==> src/rtl/mem_access_unit_if.sv <==
// Request/grant/response data-memory bus between the MEM-stage access unit
// (master) and the data memory (slave).
interface mem_access_unit_if;
  logic        bus_req;
  logic        bus_we;
  logic [31:0] bus_addr;
  logic [3:0]  bus_be;
  logic [31:0] bus_wdata;
  logic        bus_gnt;
  logic        bus_rvalid;
  logic [31:0] bus_rdata;

  modport master (
    output bus_req, bus_we, bus_addr, bus_be, bus_wdata,
    input  bus_gnt, bus_rvalid, bus_rdata
  );

  modport slave (
    input  bus_req, bus_we, bus_addr, bus_be, bus_wdata,
    output bus_gnt, bus_rvalid, bus_rdata
  );
endinterface

==> src/rtl/mem_access_unit.sv <==
// MEM-stage load/store unit: drives the data bus with byte enables and
// replicated store data, right-aligns load data for the sign/zero extender.
module mem_access_unit (
  input  logic                      clk,
  input  logic                      rst,
  input  logic                      op_valid,
  input  logic                      op_we,
  input  logic [2:0]                op_funct3,
  input  logic [31:0]               op_addr,
  input  logic [31:0]               op_wdata,
  output logic                      stall,
  output logic                      done,
  output logic                      mem_err,
  output logic [31:0]               load_data,
  output logic [2:0]                load_funct3,
  mem_access_unit_if.master         bus
);

  typedef enum logic [1:0] {IDLE, REQ, RESP, DONE} state_t;

  state_t      state, nstate;
  logic        we_q, err_q;
  logic [1:0]  off_q;
  logic [2:0]  f3_q;
  logic [31:0] addr_q, wdata_q;
  logic [3:0]  be_q;

  logic [1:0]  off, size;
  logic        op_err;
  logic [3:0]  be_c;
  logic [31:0] wdata_c;

  assign off  = op_addr[1:0];
  assign size = op_funct3[1:0];

  // size 11 and unsigned-word 110 are illegal for loads; stores have no unsigned forms
  assign op_err = (size == 2'b11) || (op_funct3 == 3'b110) || (op_we && op_funct3[2]) ||
                  ((size == 2'b01) && off[0]) || ((size == 2'b10) && (off != 2'b00));

  always_comb begin
    be_c    = 4'b1111;
    wdata_c = op_wdata;
    case (size)
      2'b00: begin
        be_c    = 4'b0001 << off;
        wdata_c = {4{op_wdata[7:0]}};
      end
      2'b01: begin
        be_c    = 4'b0011 << off;
        wdata_c = {2{op_wdata[15:0]}};
      end
      default: ;
    endcase
  end

  always_ff @(posedge clk) begin
    if (rst) state <= IDLE;
    else     state <= nstate;
  end

  always_comb begin
    nstate = state;
    case (state)
      IDLE:    if (op_valid) nstate = op_err ? DONE : REQ;
      REQ:     if (bus.bus_gnt) nstate = we_q ? DONE : RESP;
      RESP:    if (bus.bus_rvalid) nstate = DONE;
      DONE:    nstate = IDLE;
      default: nstate = IDLE;
    endcase
  end

  always_ff @(posedge clk) begin
    if (rst) begin
      we_q        <= 1'b0;
      err_q       <= 1'b0;
      off_q       <= 2'b00;
      f3_q        <= 3'b000;
      addr_q      <= 32'h0;
      be_q        <= 4'h0;
      wdata_q     <= 32'h0;
      load_data   <= 32'h0;
      load_funct3 <= 3'b000;
    end else begin
      if (state == IDLE && op_valid) begin
        we_q    <= op_we;
        err_q   <= op_err;
        off_q   <= off;
        f3_q    <= op_funct3;
        addr_q  <= {op_addr[31:2], 2'b00};
        be_q    <= be_c;
        wdata_q <= wdata_c;
      end
      if (state == RESP && bus.bus_rvalid) begin
        load_data   <= bus.bus_rdata >> {off_q, 3'b000};
        load_funct3 <= f3_q;
      end
    end
  end

  // Bus fields are only latched in IDLE, so they stay stable across grant stalls
  assign bus.bus_req   = (state == REQ);
  assign bus.bus_we    = we_q;
  assign bus.bus_addr  = addr_q;
  assign bus.bus_be    = be_q;
  assign bus.bus_wdata = wdata_q;

  assign done    = (state == DONE);
  assign mem_err = done && err_q;
  assign stall   = op_valid && (state != DONE);

endmodule

==> src/flat_wrapper.sv <==
// flat-port wrapper written by rule: the top's interface ports become plain ports
module mem_access_unit_flat 
  (clk, rst, op_valid, op_we, op_funct3, op_addr, op_wdata, stall, done, mem_err, load_data, load_funct3, bus_bus_req, bus_bus_we, bus_bus_addr, bus_bus_be, bus_bus_wdata, bus_bus_gnt, bus_bus_rvalid, bus_bus_rdata);
  mem_access_unit_if bus_i ();
  input  logic clk;
  input  logic rst;
  input  logic op_valid;
  input  logic op_we;
  input  logic [2:0] op_funct3;
  input  logic [31:0] op_addr;
  input  logic [31:0] op_wdata;
  output logic stall;
  output logic done;
  output logic mem_err;
  output logic [31:0] load_data;
  output logic [2:0] load_funct3;
  output wire logic [$bits(bus_i.bus_req)-1:0] bus_bus_req;
  output wire logic [$bits(bus_i.bus_we)-1:0] bus_bus_we;
  output wire logic [$bits(bus_i.bus_addr)-1:0] bus_bus_addr;
  output wire logic [$bits(bus_i.bus_be)-1:0] bus_bus_be;
  output wire logic [$bits(bus_i.bus_wdata)-1:0] bus_bus_wdata;
  input wire logic [$bits(bus_i.bus_gnt)-1:0] bus_bus_gnt;
  input wire logic [$bits(bus_i.bus_rvalid)-1:0] bus_bus_rvalid;
  input wire logic [$bits(bus_i.bus_rdata)-1:0] bus_bus_rdata;
  assign bus_bus_req = bus_i.bus_req;
  assign bus_bus_we = bus_i.bus_we;
  assign bus_bus_addr = bus_i.bus_addr;
  assign bus_bus_be = bus_i.bus_be;
  assign bus_bus_wdata = bus_i.bus_wdata;
  assign bus_i.bus_gnt = bus_bus_gnt;
  assign bus_i.bus_rvalid = bus_bus_rvalid;
  assign bus_i.bus_rdata = bus_bus_rdata;
  mem_access_unit u_core (.clk(clk), .rst(rst), .op_valid(op_valid), .op_we(op_we), .op_funct3(op_funct3), .op_addr(op_addr), .op_wdata(op_wdata), .stall(stall), .done(done), .mem_err(mem_err), .load_data(load_data), .load_funct3(load_funct3), .bus(bus_i));
endmodule
==> config.mk <==
export PLATFORM = sky130hd
export DESIGN_NAME = mem_access_unit_flat
export DESIGN_NICKNAME = d
export VERILOG_FILES = /design/src/rtl/mem_access_unit_if.sv /design/src/rtl/mem_access_unit.sv /design/src/flat_wrapper.sv
export SDC_FILE = /design/constraint.sdc
export NUM_CORES = 1
export LEC_CHECK = 0
export ABC_AREA = 1
export BUFFER_PORTS_ARGS = -buffer_cell sky130_fd_sc_hd__buf_4
export CORE_ASPECT_RATIO = 1.2
export CORE_UTILIZATION = 53
export CTS_BUF_LIST = sky130_fd_sc_hd__clkbuf_4 sky130_fd_sc_hd__clkbuf_8
export DETAILED_ROUTE_END_ITERATION = 10
export PLACE_DENSITY = 0.86
export SYNTH_ARGS = -nofsm -noshare
export SYNTH_HDL_FRONTEND = slang
export SYNTH_SLANG_ARGS = --single-unit
==> constraint.sdc <==
create_clock -name clk -period 3.53 [get_ports clk]
set_input_delay 0.706 -clock clk [delete_from_list [all_inputs] [get_ports clk]]
set_output_delay 0.706 -clock clk [all_outputs]
set_load 0.02 [all_outputs]
## Word-level counts from Yosys, hierarchy flattened

Index checks and enable logic that the tools add are counted.

| word-level totals | value |
|---|---|
| register bits after elaboration | 110 |
| input port bits | 105 |
| output and inout port bits | 108 |

| cells by class | value |
|---|---|
| multiplexer cells | 8 |
| reductions and logical operators | 15 |
| shift-type cells | 3 |
| equal/unequal tests | 11 |

Operators with widths:

| cell | count |
|---|---|
| 32-bit one-hot mux with 2 select lines | 1 |
| 32-bit by 5-bit >> shifter with 32-bit output | 1 |
| 2-bit == test (second input constant) | 4 |
| 2-bit two-way mux | 4 |
| 2-bit one-hot mux with 4 select lines | 1 |
| 4-bit one-hot mux with 2 select lines | 1 |
| 1-bit logical AND | 7 |
| 2-bit != test (second input constant) | 3 |
| 2-bit by 1-bit == test with 1-bit output (second input constant) | 2 |
| 2-bit logical NOT | 2 |
| 1-bit logical OR | 4 |
| 1-bit by 2-bit left shift with 4-bit output (first input constant) | 1 |
| 2-bit by 2-bit left shift with 4-bit output (first input constant) | 1 |
| 3-bit == test (second input constant) | 1 |
| 3-bit AND reduction | 1 |
| 2-bit by 1-bit != test with 1-bit output (second input constant) | 1 |
| 2-bit nonzero test | 1 |
| 1-bit two-way mux | 1 |

## Logic depth before layout (Yosys ltp)

Gate-level depths: netlist of the first run.

| logic depth | value |
|---|---|
| word-level depth | 8 |
| mapped depth | 10 |
| gate-level depth less buffers | 8 |

## Worst setup path before layout of the first run

No wires, ideal clock.

| path | value |
|---|---|
| path kind | input-to-output |
| start | in op_valid |
| end | out stall |
| arrival | 1.017 ns |
| slack | 1.807 ns |
| path buffers | 0 |
| cell stages on the path | 2 |
| data required time | 2.824 ns |
| cells stage by stage | inv_1 nor2_1 |

| between the ends | value |
|---|---|
| longest elaborated chain between the ends | 1 |

Ends and longest elaborated chain:

| item | line | source |
|---|---|---|
| start: declaration | flat_wrapper.sv:7 | `input logic op_valid;` |
| 1-bit logical AND | mem_access_unit.sv:109 | `assign stall = op_valid && (state != DONE);` |
| end: declaration | flat_wrapper.sv:12 | `output logic stall;` |

Every way passes these cells.

## Final worst setup path of the first run

| path | value |
|---|---|
| start | reg u_core.state[0] |
| end | reg u_core.wdata_q[18], in the netlist u_core.bus.bus_wdata[18] |

| between the ends | value |
|---|---|
| longest elaborated chain between the ends | 2 |

Ends and longest elaborated chain:

| item | line | source |
|---|---|---|
| start: declaration | mem_access_unit.sv:21 | `state_t state, nstate;` |
| start signal: assignment | mem_access_unit.sv:58 | `else state <= nstate;` |
| 2-bit logical NOT | mem_access_unit.sv:84 | `if (state == IDLE && op_valid) begin` |
| 1-bit logical AND | mem_access_unit.sv:84 |  |
| end signal: assignment | mem_access_unit.sv:91 | `wdata_q <= wdata_c;` |
| end: declaration | mem_access_unit.sv:25 | `logic [31:0] addr_q, wdata_q;` |

Every way passes these cells.
A chain may end at the register's enable or synchronous reset.

==> flow_metrics.env, run 1 <==
export IMPL_leakagePower_nw=3.34
export IMPL_ys_types=25
export IMPL_setup_worst_path_end_class="flip-flop"
export IMPL_numCtsBuffers=9
export IMPL_max_freq_ghz=0.493
export IMPL_power_density_nw_per_um2=652
export IMPL_cp_top_family="buffers and inverters"
export IMPL_clk_path_buf_depth=2
export IMPL_cp_depth=9
export IMPL_seq_area_frac_synth_pct=45.9
export IMPL_wirelength_mm=14.0
export IMPL_routabilityCongestion=0.831
export IMPL_ys_warn_count=0
export IMPL_clkLatencyLatePin_ns=0.37
export IMPL_crit_path_top_delay_cell="buf_4"
export IMPL_synth_cells=703
export IMPL_firstDrtPassIters=7
export IMPL_clock_power_share_pct=18.6
export IMPL_drc=0
export IMPL_r2r_end="u_core.bus.bus_wdata[18]$_SDFFE_PP0P_"
export IMPL_drive_above_1_share_pct=27.2
export IMPL_seqCellArea_um2=2200
export IMPL_globalRouteOverflowTotal=0
export IMPL_io_pins=213
export IMPL_cpPeakStageDelay_ns=0.51
export IMPL_async_reset_ff_share_pct=0
export IMPL_wl_per_cell_um=13.8
export IMPL_crit_type="flip-flop to flip-flop"
export IMPL_die_y_um=106
export IMPL_placed_cells=995
export IMPL_dpl_hpwl_mm=10.2
export IMPL_worstSetupEndpoint="u_core.bus.bus_wdata[18]$_SDFFE_PP0P_"
export IMPL_power_switching_w=0.00169
export IMPL_clock_sinks=110
export IMPL_r2r_cells=9
export IMPL_grt_max_degree=72
export IMPL_grt_pass1_wl_mm=22.1
export IMPL_rsz0062_at_grt="no"
export IMPL_antenna_found_initial=0
export IMPL_filler_cell_count=658
export IMPL_r2r_start="u_core.state[0]$_SDFFE_PP0P_"
export IMPL_status="completed"
export IMPL_cts_setup_buffers=0
export IMPL_port_buffer_count=210
export IMPL_finalCritPeriodShare_pct=57.5
export IMPL_synthesis_area_um2=4800
export IMPL_crit_arrival_ns=2.30
export IMPL_syn_area_per_cell_um2=6.82
export IMPL_cap_violations=0
export IMPL_start_kind="flip-flop"
export IMPL_hold_class="flip-flop to flip-flop"
export IMPL_fp_dieW_um=88.8
export IMPL_synth_edf_count=0
export IMPL_finClkSkew_ns=0.0146
export IMPL_grt_pass1_vias=4789
export IMPL_clkTransAtPathRegs_ns=0.11
export IMPL_yosys_most_used_dff="dfxtp_1"
export IMPL_p_comb_share_pct=41.6
export IMPL_num_vias=5185
export IMPL_cts_resized=0
export IMPL_relSlewSlack_pct=52.9
export IMPL_fin_nets=999
export IMPL_seqPwrFrac_pct=39.7
export IMPL_cts_tree="yes"
export IMPL_worstMarginPinSlew_ns=0.705
export IMPL_rows=37
export IMPL_setup_violations=0
export IMPL_p_sw_share_pct=39.4
export IMPL_drv_slew=0
export IMPL_grt_usage_pct=30.2
export IMPL_vias_per_cell=5.13
export IMPL_hold_viol_final=0
export IMPL_worstPathCellList="inv_1 -> ha_1 -> nand2_2 -> buf_4 -> nor2_1 -> nand2_1 -> nand3_1 -> nand2_1 -> inv_1"
export IMPL_critPathRequiredTime_ns=3.80
export IMPL_cts_hold_buffers=0
export IMPL_tns_ns=0
export IMPL_multiInputGateArea_um2=2140
export IMPL_htree_levels=3
export IMPL_ant_nets=0
export IMPL_stdcell_count=1011
export IMPL_ff2ff_setup_slack_ns=1.50
export IMPL_core_area_um2=8660
export IMPL_antenna_cells=0
export IMPL_cts_root_buf="clkbuf_8"
export IMPL_critPathBufInv=3
export IMPL_ir_drop_mv=0.482
export IMPL_synth_seq_cells=110
export IMPL_cp_startpoint="u_core.state[0]$_SDFFE_PP0P_"
export IMPL_min_period_ns=2.03
export IMPL_die_area_um2=9430
export IMPL_drtIter0Drc=302
export IMPL_power_internal_w=0.00260
export IMPL_worstPathMaxFanout=71
export IMPL_start_util_pct=55.4
export IMPL_syn2layout_area_growth_pct=37.2
==> placed cells by master (no fill, tap or decap), types with 5 or more instances in the layout <==
master and instances:
a21oi_1 48, a22oi_1 7, a31oi_1 5, buf_4 216, clkbuf_8 11, dfxtp_1 110, ha_1 5, inv_1 65
nand2_1 178, nand3_1 26, nor2_1 117, o21ai_0 82, or2_2 6
==> kinds of logic (layout without fill, tap and decap cells) <==
| kind of cell | count (synthesis) | after routing | synth area share, % |
|---|---|---|---|
| fa+ha+maj | 5 | 5 | 1.30 |
| flops | 110 | 110 | 45.9 |
| simple gates | 334 | 334 | 27.6 |
| buf+inv | 109 | 299 | 9.44 |
| compound gates | 144 | 144 | 15.6 |
| other cells | 1 | 2 | 0.0782 |
==> layout make-up <==
type | instances | share of cell area, %
clock inverter | 5 | 0.970
multi-input combinational | 485 | 32.6
clock buffer | 11 | 2.30
tap | 117 | 2.22
timing repair buffer | 216 | 24.6
inverter | 67 | 3.82
sequential | 110 | 33.5
==> through the flow <==
| step | hold WS, ns | util [%] | power [W] | setup slack [ns] | area [um^2] |
|---|---|---|---|---|---|
| 2_1_floorplan | 0.442 | - | 0.00280 | 1.81 | 4800 |
| 3_3_place_gp | 0.455 | 73.5 | 0.00346 | 1.55 | 6370 |
| 3_5_place_dp | 0.458 | 73.5 | 0.00351 | 1.48 | 6370 |
| 4_1_cts | 0.474 | 76.0 | 0.00430 | 1.55 | 6580 |
| 5_1_grt | 0.492 | 76.0 | 0.00456 | 1.31 | 6580 |
| 6_report | 0.474 | 76.0 | 0.00429 | 1.50 | 6580 |
==> per-layer routing <==
metal	GRT usage (%)	vias to the layer above	wire length, um
met5	0	-	0
met4	12.8	0	436
met3	8.62	34	1150
met2	50.4	242	6810
met1	35.6	2333	5570
li1	-	2576	-
==> cell usage after synthesis, drive strengths merged, types with 5 or more instances <==
| master | count | share of area [%] |
|---|---|---|
| clkbuf | 17 | 1.3 |
| a21oi | 48 | 5.0 |
| or2 | 6 | 0.78 |
| a31oi | 5 | 0.65 |
| inv | 66 | 5.2 |
| o21ai | 82 | 8.6 |
| ha | 5 | 1.3 |
| a22oi | 7 | 1.1 |
| nand2 | 179 | 14 |
| dfxtp | 110 | 46 |
| nand3 | 26 | 2.7 |
| nor2 | 120 | 9.7 |
| buf | 25 | 2.9 |
==> worst min-delay path, stage by stage, from the launching register on <==
cell	delay, ns
dfxtp_1	0.33
nand2_1	0.06
a21oi_1	0.05
==> power by group through the flow <==
stage | combinational (W) | sequential, W | clock, W
after global routing | 0.00196 | 0.00174 | 0.000861
after floorplan | 0.000781 | 0.00202 | 0
after CTS | 0.00179 | 0.00170 | 0.000811
after detailed placement | 0.00178 | 0.00172 | 0
after global placement | 0.00174 | 0.00172 | 0
final | 0.00179 | 0.00171 | 0.000800
==> sequential cells by signal, summed over array words and instances (netlist names) <==
| name | cells |
|---|---|
| u_core.load_data | 32 |
| u_core.bus.bus_be | 4 |
| u_core.state | 2 |
| u_core.err_q | 1 |
| u_core.load_funct3 | 3 |
| u_core.bus.bus_addr | 30 |
| u_core.bus.bus_wdata | 32 |
| u_core.bus.bus_we | 1 |
| u_core.off_q | 2 |
| u_core.f3_q | 3 |
==> how the worst min path moves through the flow <==
stage	startpoint	end	cells after the start
after floorplan	u_core.f3_q[1]$_SDFFE_PP0P_	u_core.f3_q[1]$_SDFFE_PP0P_	2
after global placement	u_core.bus.bus_wdata[23]$_SDFFE_PP0P_	u_core.bus.bus_wdata[23]$_SDFFE_PP0P_	2
after detailed placement	u_core.load_data[27]$_SDFFE_PP0P_	u_core.load_data[27]$_SDFFE_PP0P_	2
after CTS	u_core.load_data[23]$_SDFFE_PP0P_	u_core.load_data[23]$_SDFFE_PP0P_	2
after global routing	u_core.load_data[23]$_SDFFE_PP0P_	u_core.load_data[23]$_SDFFE_PP0P_	2
final	u_core.load_data[27]$_SDFFE_PP0P_	u_core.load_data[27]$_SDFFE_PP0P_	2
Note: power is estimated with default switching activity, not from simulation.
==> run 2: changes to the inputs <==
Settings changed: CORE_UTILIZATION 53 to 44, PLACE_DENSITY 0.86 to 0.76.
Clock period 3.53 ns to 1.6 ns, I/O delays scaled along.
==> run 2 against run 1 <==
Effect of this change:
- sequential cell count unchanged
- hold slack worse by 0.31 ns
- routed wire length up 2.5%
- largest cell class unchanged
==> flow_metrics.env, run 2 (synthesis gave the netlist of run 1 again) <==
export IMPL_status="completed"
export IMPL_die_y_um=116
export IMPL_place_area_um2=6550
export IMPL_hold_class="primary input to flip-flop"
export IMPL_seqCellArea_um2=2210
export IMPL_num_vias=5161
export IMPL_wl_per_cell_um=13.8
export IMPL_final_common_cell="buf_4"
export IMPL_clk_path_buf_depth=2
export IMPL_stdcell_count=1034
export IMPL_antenna_cells=0
export IMPL_hold_viol_final=0
export IMPL_setup_violations=0
export IMPL_cts_setup_buffers=0
export IMPL_ant_nets=0
export IMPL_final_cell_mix="buf_4 (217), nand2_1 (177), nor2_1 (114), dfxtp_1 (108), o21ai_0 (82)"
export IMPL_filler_cell_count=919
export IMPL_globalRouteOverflowTotal=0
export IMPL_cts_tree="yes"
export IMPL_drtIter0Drc=253
export IMPL_finClkSkew_ns=0.0130
export IMPL_drive_above_1_share_pct=29.2
export IMPL_setup_worst_path_end_class="output pin"
export IMPL_firstDrtPassIters=7
export IMPL_core_area_um2=10600
export IMPL_numCtsBuffers=9
export IMPL_syn2layout_area_growth_pct=42.2
export IMPL_htree_levels=3
export IMPL_power_density_nw_per_um2=1430
export IMPL_rsz0062_at_grt="yes"
export IMPL_fin_area_um2=6820
export IMPL_grt_pass1_wl_mm=22.6
export IMPL_fin_nets=1010
export IMPL_routabilityCongestion=0.905
export IMPL_max_freq_ghz=0.640
export IMPL_hold_start="op_addr[9]"
export IMPL_wirelength_mm=14.3
export IMPL_fp_dieW_um=97.3
export IMPL_r2r_start="u_core.state[1]$_SDFFE_PP0P_"
export IMPL_critPathRequiredTime_ns=1.28
export IMPL_antenna_found_initial=0
export IMPL_io_pins=213
export IMPL_cp_startpoint="u_core.state[0]$_SDFFE_PP0P_"
export IMPL_grt_max_degree=57
export IMPL_multiInputGateArea_um2=2180
export IMPL_grt_usage_pct=25.1
export IMPL_vias_per_cell=4.99
export IMPL_dpl_hpwl_mm=10.8
export IMPL_leakagePower_nw=3.43
export IMPL_die_area_um2=11300
export IMPL_clkLatencyLatePin_ns=0.39
export IMPL_cts_root_buf="clkbuf_8"
export IMPL_grt_pass1_vias=4758
export IMPL_placed_cells=1018
export IMPL_ir_drop_mv=0.748
export IMPL_start_util_pct=45.4
export IMPL_min_period_ns=1.56
export IMPL_crit_arrival_ns=1.24
export IMPL_drc=0
export IMPL_clock_sinks=110
export IMPL_rows=41
export IMPL_worstPathMaxFanout=4
export IMPL_start_kind="flip-flop"
export IMPL_crit_type="flip-flop to output pin"
export IMPL_cap_violations=0
export IMPL_drv_slew=0
export IMPL_port_buffer_count=210
export IMPL_finalCritPeriodShare_pct=97.7
export IMPL_clkTransAtPathRegs_ns=0.12
-- run 2: critical path, cell delays in order, from the launching register on --
cell,delay (ns)
dfxtp_2,0.34
buf_6,0.12
ha_4,0.16
nand2_1,0.06
inv_1,0.03
buf_4,0.14
-- run 2: layout make-up --
class                           instances  area share, %
Sequential cell                       110           32.4
Inverter                               67           3.69
Tap cell                              129           2.37
Clock inverter                          7           1.30
Multi-Input combinational cell        485           32.0
Clock buffer                            9           1.82
Timing Repair Buffer                  227           26.4
-- run 2: final timing paths --
path                                                end  slack, ns  cells after the start
setup / recovery                                mem_err       0.04                      5
hold / removal      u_core.bus.bus_addr[9]$_SDFFE_PP0P_       0.17                      3
setup reg to reg  u_core.bus.bus_wdata[15]$_SDFFE_PP0P_       0.10                      8
hold reg to reg       u_core.load_data[24]$_SDFFE_PP0P_       0.47                      2
-- run 2: report_power, final --
part / total [W] / leakage [nW] / switching, W / internal [W]
sequential: 0.00377 / 0.904 / 0.000384 / 0.00339
clock: 0.00179 / 0.104 / 0.00103 / 0.000760
combinational: 0.00417 / 2.42 / 0.00244 / 0.00173
total: 0.00973 / 3.43 / 0.00385 / 0.00588
-- run 2: routing by layer --
layer	global-route usage [%]	share of wire, %
met1	28.8	40
met2	43.8	49
met3	6.94	8.8
met4	11.9	3.0
met5	0	0
-- run 2: stage by stage --
stage | utilization [%] | setup slack, ns | hold slack (ns) | setup TNS [ns] | power [W]
after global placement | 62.0 | 0.113 | 0.452 | 0 | 0.00784
after detailed placement | 62.0 | -0.0254 | 0.455 | -0.0521 | 0.00794
after global routing | 64.5 | -0.00606 | 0.159 | -0.00606 | 0.0104
after CTS | 64.1 | -0.0251 | 0.154 | -0.0483 | 0.00975
after floorplan | - | 0.122 | 0.442 | 0 | 0.00619
final | 64.5 | 0.0370 | 0.167 | 0 | 0.00973
-- run 2: what timing repair did --
item,in CTS,in global routing
endpoints found under the setup margin,12,47
pin swaps,0,1
hold buffers,0,0
resized for setup,4,14
==> run 3: changes to the inputs <==
Settings changed: CELL_PAD_IN_SITES_DETAIL_PLACEMENT from default to 0, CELL_PAD_IN_SITES_GLOBAL_PLACEMENT from default to 1, CORE_UTILIZATION 44 to 30, CTS_CLUSTER_DIAMETER from default to 80, PLACE_DENSITY 0.76 to 0.77.
==> run 3 against run 2 <==
Effect of this change:
- sequential power is essentially flat
- cell count grew 7.7%
- sequential share of layout area shrank 0.57 points
- global-route usage decreased by 5.9 points
- die area increased by 46%
- clock power about the same
- critical path type unchanged
- critical endpoint unchanged
==> flow_metrics.env, run 3 (synthesis gave the netlist of run 1 again) <==
export IMPL_status="completed"
export IMPL_fin_nets=1011
export IMPL_io_pins=213
export IMPL_final_common_cell="buf_4"
export IMPL_highest_layer="met4"
export IMPL_htree_levels=3
export IMPL_setup_slack_ns=0.0456
export IMPL_finalCritPeriodShare_pct=97.2
export IMPL_crit_type="flip-flop to output pin"
export IMPL_wirelength_mm=15.6
export IMPL_start_util_pct=30.7
export IMPL_core_area_um2=15600
export IMPL_power_density_nw_per_um2=1410
export IMPL_p_sw_share_pct=40.8
export IMPL_setup_worst_path_end_class="output pin"
export IMPL_cap_violations=0
export IMPL_wl_met2_mm=7.17
export IMPL_final_cell_mix="buf_4 (216), nand2_1 (176), nor2_1 (115), dfxtp_1 (108), o21ai_0 (82)"
export IMPL_dpl_hpwl_mm=11.5
export IMPL_port_buffer_count=210
export IMPL_tns_ns=0
export IMPL_hold_start="op_addr[18]"
export IMPL_ff2ff_setup_slack_ns=0.11
export IMPL_ir_drop_mv=0.657
export IMPL_antenna_found_initial=0
export IMPL_num_vias=5100
export IMPL_ant_nets=0
export IMPL_hold_viol_final=0
export IMPL_clock_sinks=110
export IMPL_drc=0
export IMPL_r2r_cells=9
export IMPL_clkLatencyLatePin_ns=0.40
export IMPL_die_area_um2=16500
export IMPL_min_to="u_core.bus.bus_addr[18]$_SDFFE_PP0P_"
export IMPL_drtIter0Drc=221
export IMPL_power_internal_w=0.00578
export IMPL_critPathRequiredTime_ns=1.28
export IMPL_dp_slack_ns=-0.0115
export IMPL_wl_met3_mm=1.27
export IMPL_syn2layout_area_growth_pct=44.8
export IMPL_clkTransAtPathRegs_ns=0.13
export IMPL_max_freq_ghz=0.643
export IMPL_grt_pass1_wl_mm=25.0
export IMPL_grt_pass1_vias=4783
export IMPL_r2r_end="u_core.bus.bus_wdata[15]$_SDFFE_PP0P_"
export IMPL_cts_tree="yes"
export IMPL_clock_power_share_pct=18.2
export IMPL_wl_per_cell_um=14.0
export IMPL_drv_slew=0
export IMPL_cts_hold_buffers=0
export IMPL_fin_util_pct=44.4
export IMPL_drive_above_1_share_pct=29.4
export IMPL_seqPwrFrac_pct=38.4
export IMPL_grt_max_degree=58
export IMPL_die_y_um=141
export IMPL_power_switching_w=0.00398
export IMPL_rows=50
export IMPL_r2r_start="u_core.state[1]$_SDFFE_PP0P_"
export IMPL_vias_per_cell=4.58
export IMPL_p_comb_share_pct=43.4
export IMPL_min_period_ns=1.55
export IMPL_wl_met1_mm=6.65
export IMPL_clk_path_buf_depth=2
export IMPL_worstPathMaxFanout=4
export IMPL_routabilityCongestion=0.822
export IMPL_numCtsBuffers=9
export IMPL_antenna_cells=0
export IMPL_firstDrtPassIters=5
export IMPL_hold_depth=3
export IMPL_crit_arrival_ns=1.23
export IMPL_finClkSkew_ns=0.0148
export IMPL_setup_violations=0
export IMPL_fp_dieW_um=117
export IMPL_rsz0062_at_grt="yes"
export IMPL_cts_root_buf="clkbuf_8"
export IMPL_hold_class="primary input to flip-flop"
export IMPL_grt_usage_pct=19.2
export IMPL_globalRouteOverflowTotal=0
export IMPL_leakagePower_nw=3.43
export IMPL_start_kind="flip-flop"
[run 3: power by group through the flow]
stage	clock [W]	combinational, W	sequential [W]
floorplan	0	0.00172	0.00447
global placement	0	0.00423	0.00379
detailed placement	0	0.00424	0.00379
CTS	0.00184	0.00426	0.00374
global route	0.00196	0.00469	0.00383
finish	0.00177	0.00424	0.00375
[run 3: how the worst max path moves through the flow]
stage / slack [ns] / depth (start not counted) / start / end
5_1_grt: -0.01 / 9 / u_core.state[0]$_SDFFE_PP0P_ / u_core.bus.bus_wdata[15]$_SDFFE_PP0P_
6_report: 0.05 / 5 / u_core.state[0]$_SDFFE_PP0P_ / mem_err
2_1_floorplan: 0.12 / 8 / u_core.state[0]$_SDFFE_PP0P_ / u_core.bus.bus_wdata[15]$_SDFFE_PP0P_
3_3_place_gp: 0.05 / 9 / u_core.state[1]$_SDFFE_PP0P_ / u_core.bus.bus_wdata[18]$_SDFFE_PP0P_
4_1_cts: -0.04 / 5 / u_core.state[0]$_SDFFE_PP0P_ / mem_err
3_5_place_dp: -0.01 / 7 / u_core.state[1]$_SDFFE_PP0P_ / u_core.bus.bus_wdata[16]$_SDFFE_PP0P_
[run 3: per-stage QoR]
step	hold slack (ns)	cell area, um^2	total power, W	cells
floorplan	0.442	4800	0.00619	704
global placement	0.456	6680	0.00802	1098
detailed placement	0.457	6680	0.00804	1098
CTS	0.134	6900	0.00984	1114
global route	0.155	6940	0.0105	1114
finish	0.159	6940	0.00976	1114
[run 3: cell type report]
type / count / area, um^2
fillers: 1693 / 8700
flip-flops and latches: 110 / 2210
clock inverters: 7 / 83.8
multi-input cells: 485 / 2180
repair buffers: 228 / 1840
clock buffers: 9 / 124
well taps: 208 / 260
inverters: 67 / 251
[run 3: timing repair]
| item | CTS | global route |
|---|---|---|
| endpoints found under the setup margin | 12 | 33 |
| buffers inserted | 0 | 0 |
| gates resized for setup | 3 | 14 |
| hold endpoints to repair | 0 | 0 |
| pin swaps | 0 | 2 |
| cloned | 0 | 0 |
[run 3: worst max-delay path: stages, from the launching register on]
cell and delay [ns]:
dfxtp_2 0.34, buf_6 0.12, ha_4 0.16, nand2_1 0.06, inv_1 0.05, buf_6 0.12
[run 3: layer usage]
| layer | track usage (%) | vias up |
|---|---|---|
| met2 | 30.9 | 184 |
| met1 | 23.5 | 2276 |
| met3 | 5.50 | 28 |
| met4 | 9.57 | 0 |
| met5 | 0 | - |
| li1 | - | 2612 |
